<file path="src/rtl/regfile_pkg.sv">
// regfile_pkg
//   Shared definitions for the register file with scoreboard:
//   default geometry, the hardwired-zero register index, and a helper
//   that locates a port's slice inside a packed multi-port bus.
package regfile_pkg;

   localparam int DEF_WIDTH = 32;
   localparam int DEF_NREGS = 32;
   localparam int DEF_NR    = 2;
   localparam int DEF_NW    = 1;

   // Register 0 reads as zero, ignores writes and never goes pending.
   localparam int REG_ZERO  = 0;

   // LSB position of port 'port' in a bus built from slices of 'slice_w' bits.
   function automatic int port_lsb(input int port, input int slice_w);
      return port * slice_w;
   endfunction

endpackage

</file>
<file path="src/rtl/regfile_sb_rdport.sv">
// regfile_sb_rdport
//   One combinational read port of regfile_sb.
//   Priority: register 0 -> same-cycle write data (BYPASS=1 only, highest
//   write port wins) -> stored contents qualified by the pending bit.
// Ports:
//   ra        read address
//   we/wa/wd  write-port bundle of the parent (bypass source)
//   mem_flat  stored registers, register r at [r*WIDTH +: WIDTH]
//   pend      pending vector
//   rd        read data
//   rrdy      operand valid this cycle
module regfile_sb_rdport
   import regfile_pkg::*;
#(
   parameter int WIDTH  = DEF_WIDTH,
   parameter int NREGS  = DEF_NREGS,
   parameter int NW     = DEF_NW,
   parameter int BYPASS = 1,
   parameter int AW     = $clog2(NREGS)
) (
   input  logic [AW-1:0]          ra,
   input  logic [NW-1:0]          we,
   input  logic [NW*AW-1:0]       wa,
   input  logic [NW*WIDTH-1:0]    wd,
   input  logic [NREGS*WIDTH-1:0] mem_flat,
   input  logic [NREGS-1:0]       pend,
   output logic [WIDTH-1:0]       rd,
   output logic                   rrdy
);

   logic             hit;
   logic [WIDTH-1:0] byp_data;

   // Ascending scan so the highest-indexed matching port is the one kept.
   always_comb begin
      hit      = 1'b0;
      byp_data = '0;
      for (int i = 0; i < NW; i++) begin
         if (we[i] && (wa[port_lsb(i, AW) +: AW] == ra)) begin
            hit      = 1'b1;
            byp_data = wd[port_lsb(i, WIDTH) +: WIDTH];
         end
      end
   end

   always_comb begin
      rd   = '0;
      rrdy = 1'b1;
      if (ra == AW'(REG_ZERO)) begin
         rd   = '0;
         rrdy = 1'b1;
      end else if (hit && (BYPASS != 0)) begin
         rd   = byp_data;
         rrdy = 1'b1;
      end else begin
         rd   = mem_flat[int'(ra) * WIDTH +: WIDTH];
         rrdy = ~pend[ra];
      end
   end

endmodule

</file>
<file path="src/rtl/regfile_sb.sv">
// regfile_sb
//   Multi-port register file with a per-register pending scoreboard and
//   optional write-to-read bypass. NR combinational read ports, NW
//   synchronous write ports, register 0 hardwired to zero.
// Ports:
//   clk, rst_n  clock, asynchronous active-low reset
//   we/wa/wd    write enable / address / data per write port (packed)
//   ra          read addresses per read port (packed)
//   rd, rrdy    read data and operand-ready per read port (packed)
//   iss, isa    issue strobe and register to mark pending
//   pend        raw pending vector
module regfile_sb
   import regfile_pkg::*;
#(
   parameter int WIDTH  = DEF_WIDTH,
   parameter int NREGS  = DEF_NREGS,
   parameter int NR     = DEF_NR,
   parameter int NW     = DEF_NW,
   parameter int BYPASS = 1,
   parameter int AW     = $clog2(NREGS)
) (
   input  logic                clk,
   input  logic                rst_n,
   input  logic [NW-1:0]       we,
   input  logic [NW*AW-1:0]    wa,
   input  logic [NW*WIDTH-1:0] wd,
   input  logic [NR*AW-1:0]    ra,
   output logic [NR*WIDTH-1:0] rd,
   output logic [NR-1:0]       rrdy,
   input  logic                iss,
   input  logic [AW-1:0]       isa,
   output logic [NREGS-1:0]    pend
);

   logic [WIDTH-1:0]       mem [NREGS];
   logic [NREGS*WIDTH-1:0] mem_flat;
   logic [NREGS-1:0]       pend_q;
   logic [NREGS-1:0]       pend_nxt;
   logic [AW-1:0]          wa_s [NW];
   logic [WIDTH-1:0]       wd_s [NW];
   logic [NW-1:0]          wr_ok;

   genvar gi;
   generate
      for (gi = 0; gi < NW; gi++) begin : g_wslice
         assign wa_s[gi]  = wa[port_lsb(gi, AW) +: AW];
         assign wd_s[gi]  = wd[port_lsb(gi, WIDTH) +: WIDTH];
         assign wr_ok[gi] = we[gi] && (wa_s[gi] != AW'(REG_ZERO));
      end
      for (gi = 0; gi < NREGS; gi++) begin : g_flat
         assign mem_flat[gi*WIDTH +: WIDTH] = mem[gi];
      end
   endgenerate

   // Later ports overwrite earlier ones in the loop, so the highest index
   // wins a write-write collision.
   always_ff @(posedge clk or negedge rst_n) begin
      if (!rst_n) begin
         for (int r = 0; r < NREGS; r++) begin
            mem[r] <= '0;
         end
      end else begin
         for (int i = 0; i < NW; i++) begin
            if (wr_ok[i]) begin
               mem[wa_s[i]] <= wd_s[i];
            end
         end
      end
   end

   // Writes retire the older producer; an issue in the same cycle belongs
   // to a younger producer, so the set is applied after the clears.
   always_comb begin
      pend_nxt = pend_q;
      for (int i = 0; i < NW; i++) begin
         if (wr_ok[i]) begin
            pend_nxt[wa_s[i]] = 1'b0;
         end
      end
      if (iss && (isa != AW'(REG_ZERO))) begin
         pend_nxt[isa] = 1'b1;
      end
   end

   always_ff @(posedge clk or negedge rst_n) begin
      if (!rst_n) begin
         pend_q <= '0;
      end else begin
         pend_q <= pend_nxt;
      end
   end

   assign pend = pend_q;

   generate
      for (gi = 0; gi < NR; gi++) begin : g_rd
         regfile_sb_rdport #(
            .WIDTH  (WIDTH),
            .NREGS  (NREGS),
            .NW     (NW),
            .BYPASS (BYPASS),
            .AW     (AW)
         ) u_rdport (
            .ra       (ra[port_lsb(gi, AW) +: AW]),
            .we       (we),
            .wa       (wa),
            .wd       (wd),
            .mem_flat (mem_flat),
            .pend     (pend_q),
            .rd       (rd[port_lsb(gi, WIDTH) +: WIDTH]),
            .rrdy     (rrdy[gi])
         );
      end
   endgenerate

endmodule

</file>
<file path="config.mk">
export PLATFORM = sky130hd
export DESIGN_NAME = regfile_sb
export DESIGN_NICKNAME = d
export VERILOG_FILES = /design/src/rtl/regfile_pkg.sv /design/src/rtl/regfile_sb_rdport.sv /design/src/rtl/regfile_sb.sv
export SDC_FILE = /design/constraint.sdc
export NUM_CORES = 2
export LEC_CHECK = 0
export CELL_PAD_IN_SITES_DETAIL_PLACEMENT = 1
export CELL_PAD_IN_SITES_GLOBAL_PLACEMENT = 2
export CORE_MARGIN = 3
export CORE_UTILIZATION = 50
export CTS_BUF_LIST = sky130_fd_sc_hd__clkbuf_16
export CTS_CLUSTER_DIAMETER = 30
export DETAILED_ROUTE_END_ITERATION = 12
export PLACE_DENSITY = 0.86
export SLEW_MARGIN = 30
export SYNTH_ARGS = -nofsm -noshare
export SYNTH_HDL_FRONTEND = slang
export SYNTH_HIERARCHICAL = 1
export SYNTH_SLANG_ARGS = --single-unit
</file>
<file path="constraint.sdc">
create_clock -name clk -period 7.99 [get_ports clk]
set_input_delay 1.598 -clock clk [delete_from_list [all_inputs] [get_ports clk]]
set_output_delay 1.598 -clock clk [all_outputs]
set_load 0.02 [all_outputs]
</file>
==> load_flow_metrics.sql <==
INSERT INTO impl_metrics (metric_group, metric, value, unit) VALUES
('floorplan', 'initial_core_util', '0.507', ''),
('setup_path', 'worstPathRequired', '6390', 'ps'),
('global_routing', 'globalRoute.totalOverflow', '0', ''),
('clocking', 'postCtsSetupRepairBufs', '0', ''),
('global_routing', 'grt_first_pass_wirelength', '311000', 'um'),
('drt', 'drt_iter0_drc', '4316', ''),
('power_and_ir_drop', 'p_clk_frac', '0.500', ''),
('clocking', 'cts.sinks', '1056', ''),
('clocking', 'worstSkewPairLatency', '860', 'ps'),
('yosys', 'yosysWarnings', '6', ''),
('setup_path', 'cp_data_arrival_time', '5130', 'ps'),
('yosys', 'synthesis.nets', '4046', ''),
('yosys', 'asyncSetResetFlopFracSynth', '1.00', ''),
('yosys', 'top_cells_by_area_synth', 'sky130_fd_sc_hd__dfrtp_1 46%, sky130_fd_sc_hd__mux2_2 21%, sky130_fd_sc_hd__mux4_2 15%', ''),
('power_and_ir_drop', 'p_int', '15.9', 'mW'),
('outcome', 'status', 'completed', ''),
('sta', 'setup_total_negative_slack', '0', 'ps'),
('floorplan', 'dieHeight', '345', 'um'),
('power_and_ir_drop', 'power_switching_share', '0.275', ''),
('drt', 'drt-vias-per-instance', '7.11', ''),
('floorplan', 'die_w', '345', 'um'),
('power_and_ir_drop', 'relative_contribution_of_sequential_cells_to_total_power', '0.332', ''),
('sta', 'post_route_fraction_of_the_period_consumed_by_the_critical_path', '0.842', ''),
('setup_path', 'critPathMaxFanout', '12', ''),
('power_and_ir_drop', 'p_leak', '30.0', 'nW'),
('setup_path', 'worstSetupEndpointType', 'primary output', ''),
('power_and_ir_drop', 'total_switching_power', '6.03', 'mW'),
('floorplan', 'design.portCount', '154', ''),
('clocking', 'cts_buffers', '282', ''),
('yosys', 'syn_area_per_cell', '14.4', 'um2'),
('sta', 'rsz0062_at_grt', 'false', ''),
('place', 'io_buffers', '153', ''),
('floorplan', 'design.core.area', '113000', 'um2'),
('sta', 'final_hold_viol_count', '0', ''),
('clocking', 'ctsRootBufferMaster', 'sky130_fd_sc_hd__clkbuf_16', ''),
('power_and_ir_drop', 'p_per_area', '318', 'nW/um2'),
('sta', 'timing.hold.ws', '392', 'ps'),
('cells_and_area', 'layout.core_utilization', '0.610', ''),
('yosys', 'netlist.top_cell.by_area', 'sky130_fd_sc_hd__dfrtp_1', ''),
('floorplan', 'design.die.area', '119000', 'um2'),
('drt', 'postRouteAntennaNets', '0', ''),
('cells_and_area', 'drive_gt1_frac', '0.482', ''),
('yosys', 'synth.lib_cells_used.distinct', '55', ''),
('yosys', 'yosysSeqAreaShare', '0.461', ''),
('sta', 'fin_worst_skew', '0', 'ps'),
('yosys', 'mappedNetlistArea', '57400', 'um2'),
('drt', 'avgRoutedWirePerCell', '36.3', 'um'),
('clocking', 'htree_num_levels', '5', ''),
('power_and_ir_drop', 'part_of_the_total_power_dissipated_in_combinational_logic', '0.167', ''),
('drt', 'wl', '211000', 'um'),
('clocking', 'max-clock-path-buffers', '4', ''),
('drt', 'post-route-drc-count', '0', ''),
('yosys', 'synth_largest_type_area_fraction', '0.461', ''),
('yosys', 'synth_cells', '3990', ''),
('global_routing', 'grt_antenna_before_repair', '10', ''),
('clocking', 'post_cts.resized_instances', '0', ''),
('clocking', 'path_clk_slew', '50', 'ps'),
('yosys', 'synth_ff_type', 'sky130_fd_sc_hd__dfrtp_1', ''),
('clocking', 'cts_tree', 'done', ''),
('place', 'dp_hpwl', '111000', 'um'),
('global_routing', 'grt_start_max_net_pins', '168', ''),
('yosys', 'synth_enable_flop_cells', '0', ''),
('sta', 'max_slew_margin', '0.300', ''),
('sta', 'layout_min_cycle_time', '6730', 'ps'),
('cells_and_area', 'flow.area_growth_from_synthesis', '20.2', '%'),
('clocking', 'hold_buffers', '0', ''),
('power_and_ir_drop', 'ir_drop', '0.000237', 'V'),
('job', 'maximum_capacitance_violations', '0', ''),
('sta', 'timing.final.setup_violations', '0', ''),
('sta', 'max_slew.worst_pin.slew', '1050', 'ps'),
('drt', 'first_pass_iters', '6', ''),
('sta', 'max_transition_viols_final', '0', ''),
('floorplan', 'site_rows', '123', ''),
('setup_path', 'critical_path_class', 'input pin to primary output', ''),
('drt', 'detailroute.via_count', '41300', ''),
('global_routing', 'grt_pass1_vias', '45800', ''),
('global_routing', 'globalRouteTotalUtil', '0.355', ''),
('cells_and_area', 'nNetsFinal', '4169', ''),
('setup_path', 'cp-start-kind', 'input pin', ''),
('worst_hold_path', 'hold_path_class', 'register to register', ''),
('place', 'globalplace.congestion', '0.804', ''),
('yosys', 'yosys_register_bits', '1056', ''),
('sta', 'fmaxAchievable', '0.149', 'GHz');
## layout make-up
cell class | instances | area (um2)
antenna | 2 | 5.00
timing repair buffer | 292 | 2820
clock buffer | 288 | 7210
fill | 10100 | 44200
clock inverter | 196 | 1880
sequential | 1056 | 26400
tap | 1500 | 1880
multi-input combinational | 2471 | 28700
inverter | 10 | 37.5
## power groups by stage
stage          registers (mW)  logic [mW]  clock network [mW]
6_report                 7.29        3.67                11.0
5_1_grt                  7.39        3.87                11.4
4_1_cts                  7.25        3.64                11.0
3_5_place_dp             7.22        3.51                   0
3_3_place_gp             7.11        3.40                   0
2_1_floorplan            6.98        2.54                   0
## path summary, 6_finish.rpt
check | from | endpoint | slack [ps] | depth (start not counted)
min reg2reg | mem[1014] | mem[1014] | 390 | 0
max reg2reg | mem[753] | mem[753] | 7090 | 1
max | wa[0] | rd[24] | 1260 | 9
min in group asynchronous | rst_n | mem[274] | 810 | 1
min | mem[1014] | mem[1014] | 390 | 0
max in group asynchronous | rst_n | mem[671] | 5520 | 3
## sequential cells by signal, summed over array words and instances (netlist names)
| name | flops |
|---|---|
| mem | 1024 |
| pend | 32 |
## through the flow
| stage | std cells | area (um2) | total power [mW] | setup WS (ps) |
|---|---|---|---|---|
| finish | 5815 | 69000 | 21.9 | 1260 |
| global route | 5813 | 69000 | 22.6 | 1270 |
| CTS | 5809 | 68900 | 21.9 | 1380 |
| detailed placement | 5325 | 59800 | 10.7 | 1390 |
| global placement | 5320 | 59700 | 10.5 | 1190 |
| floorplan | 3990 | 57400 | 9.53 | 3100 |
## cells by family (layout without fill, tap and decap cells)
kind of cell	count (synthesis)	in the layout	synth area share
other	0	2	0
AO/OA/AOI/OAI	534	534	0.0708
flip-flops	1056	1056	0.461
buffers and inverters	463	786	0.0425
XOR/XNOR	10	10	0.00153
AND/OR/NAND/NOR	249	249	0.0235
multiplexers	1678	1678	0.401
## cells in the mapped netlist (5+ instances only)
cell                       count
sky130_fd_sc_hd__a22o_1       37
sky130_fd_sc_hd__a32o_1        6
sky130_fd_sc_hd__a211oi_1     30
sky130_fd_sc_hd__o21bai_1     28
sky130_fd_sc_hd__a22oi_1      70
sky130_fd_sc_hd__buf_2       170
sky130_fd_sc_hd__mux4_2      392
sky130_fd_sc_hd__mux2_2     1048
sky130_fd_sc_hd__or2_2         7
sky130_fd_sc_hd__nor4bb_1      6
sky130_fd_sc_hd__nand2_1      71
sky130_fd_sc_hd__o22ai_1      50
sky130_fd_sc_hd__dfrtp_1    1056
sky130_fd_sc_hd__and3_1        7
sky130_fd_sc_hd__o21ai_0      28
sky130_fd_sc_hd__and2_1        6
sky130_fd_sc_hd__nand4b_1      5
sky130_fd_sc_hd__nor2b_1      39
sky130_fd_sc_hd__mux2i_1     238
sky130_fd_sc_hd__nor3_1       18
sky130_fd_sc_hd__buf_1        14
sky130_fd_sc_hd__inv_1        10
sky130_fd_sc_hd__buf_4        54
sky130_fd_sc_hd__a21oi_1      52
sky130_fd_sc_hd__a31oi_1      14
sky130_fd_sc_hd__o21ai_2       6
sky130_fd_sc_hd__o21ai_1      24
sky130_fd_sc_hd__nand4_1       6
sky130_fd_sc_hd__a221o_1      66
sky130_fd_sc_hd__nor2_1       32
sky130_fd_sc_hd__o221ai_1     26
sky130_fd_sc_hd__buf_6        29
sky130_fd_sc_hd__xnor2_1      10
sky130_fd_sc_hd__nand2b_1     14
sky130_fd_sc_hd__nand3_1      17
sky130_fd_sc_hd__clkbuf_1    182
sky130_fd_sc_hd__a221oi_1     74
## layer usage
metal / vias to the layer above / global-route usage / share of wire
li1: 15900 / - / -
met1: 22400 / 0.468 / 0.39
met2: 2354 / 0.549 / 0.47
met3: 666 / 0.0914 / 0.092
met4: 6 / 0.176 / 0.048
met5: - / 0 / 0.00017
## critical path: stages
cell and delay, ps:
sky130_fd_sc_hd__clkdlybuf4s50_1 540, sky130_fd_sc_hd__buf_4 240, sky130_fd_sc_hd__xnor2_1 130, sky130_fd_sc_hd__nand4_1 370, sky130_fd_sc_hd__o21ai_2 800, sky130_fd_sc_hd__buf_4 410, sky130_fd_sc_hd__nor3_1 110, sky130_fd_sc_hd__a221o_1 330
sky130_fd_sc_hd__clkdlybuf4s50_1 580
## placed cells by master, fill, tap and decap left out, types with 13 or more instances in the layout
cell type	count
sky130_fd_sc_hd__buf_12	16
sky130_fd_sc_hd__clkinv_4	13
sky130_fd_sc_hd__nand2_1	61
sky130_fd_sc_hd__nor2b_1	36
sky130_fd_sc_hd__o221ai_1	26
sky130_fd_sc_hd__clkinv_2	43
sky130_fd_sc_hd__nor2_1	15
sky130_fd_sc_hd__bufinv_16	32
sky130_fd_sc_hd__o21bai_1	28
sky130_fd_sc_hd__dfrtp_1	1056
sky130_fd_sc_hd__nand3_1	16
sky130_fd_sc_hd__a221oi_1	74
sky130_fd_sc_hd__clkinv_1	41
sky130_fd_sc_hd__a22oi_1	70
sky130_fd_sc_hd__a211oi_1	30
sky130_fd_sc_hd__a31oi_1	14
sky130_fd_sc_hd__a221o_1	66
sky130_fd_sc_hd__buf_4	117
sky130_fd_sc_hd__clkbuf_16	288
sky130_fd_sc_hd__buf_2	18
sky130_fd_sc_hd__a22o_1	37
sky130_fd_sc_hd__mux4_2	392
sky130_fd_sc_hd__mux2_2	1048
sky130_fd_sc_hd__inv_1	42
sky130_fd_sc_hd__nor3_1	18
sky130_fd_sc_hd__clkinvlp_4	25
sky130_fd_sc_hd__o21ai_0	28
sky130_fd_sc_hd__o21ai_1	24
sky130_fd_sc_hd__a21oi_1	52
sky130_fd_sc_hd__clkdlybuf4s50_1	128
sky130_fd_sc_hd__o22ai_1	50
sky130_fd_sc_hd__mux2i_1	238
Power figures use the tool's default switching activity.
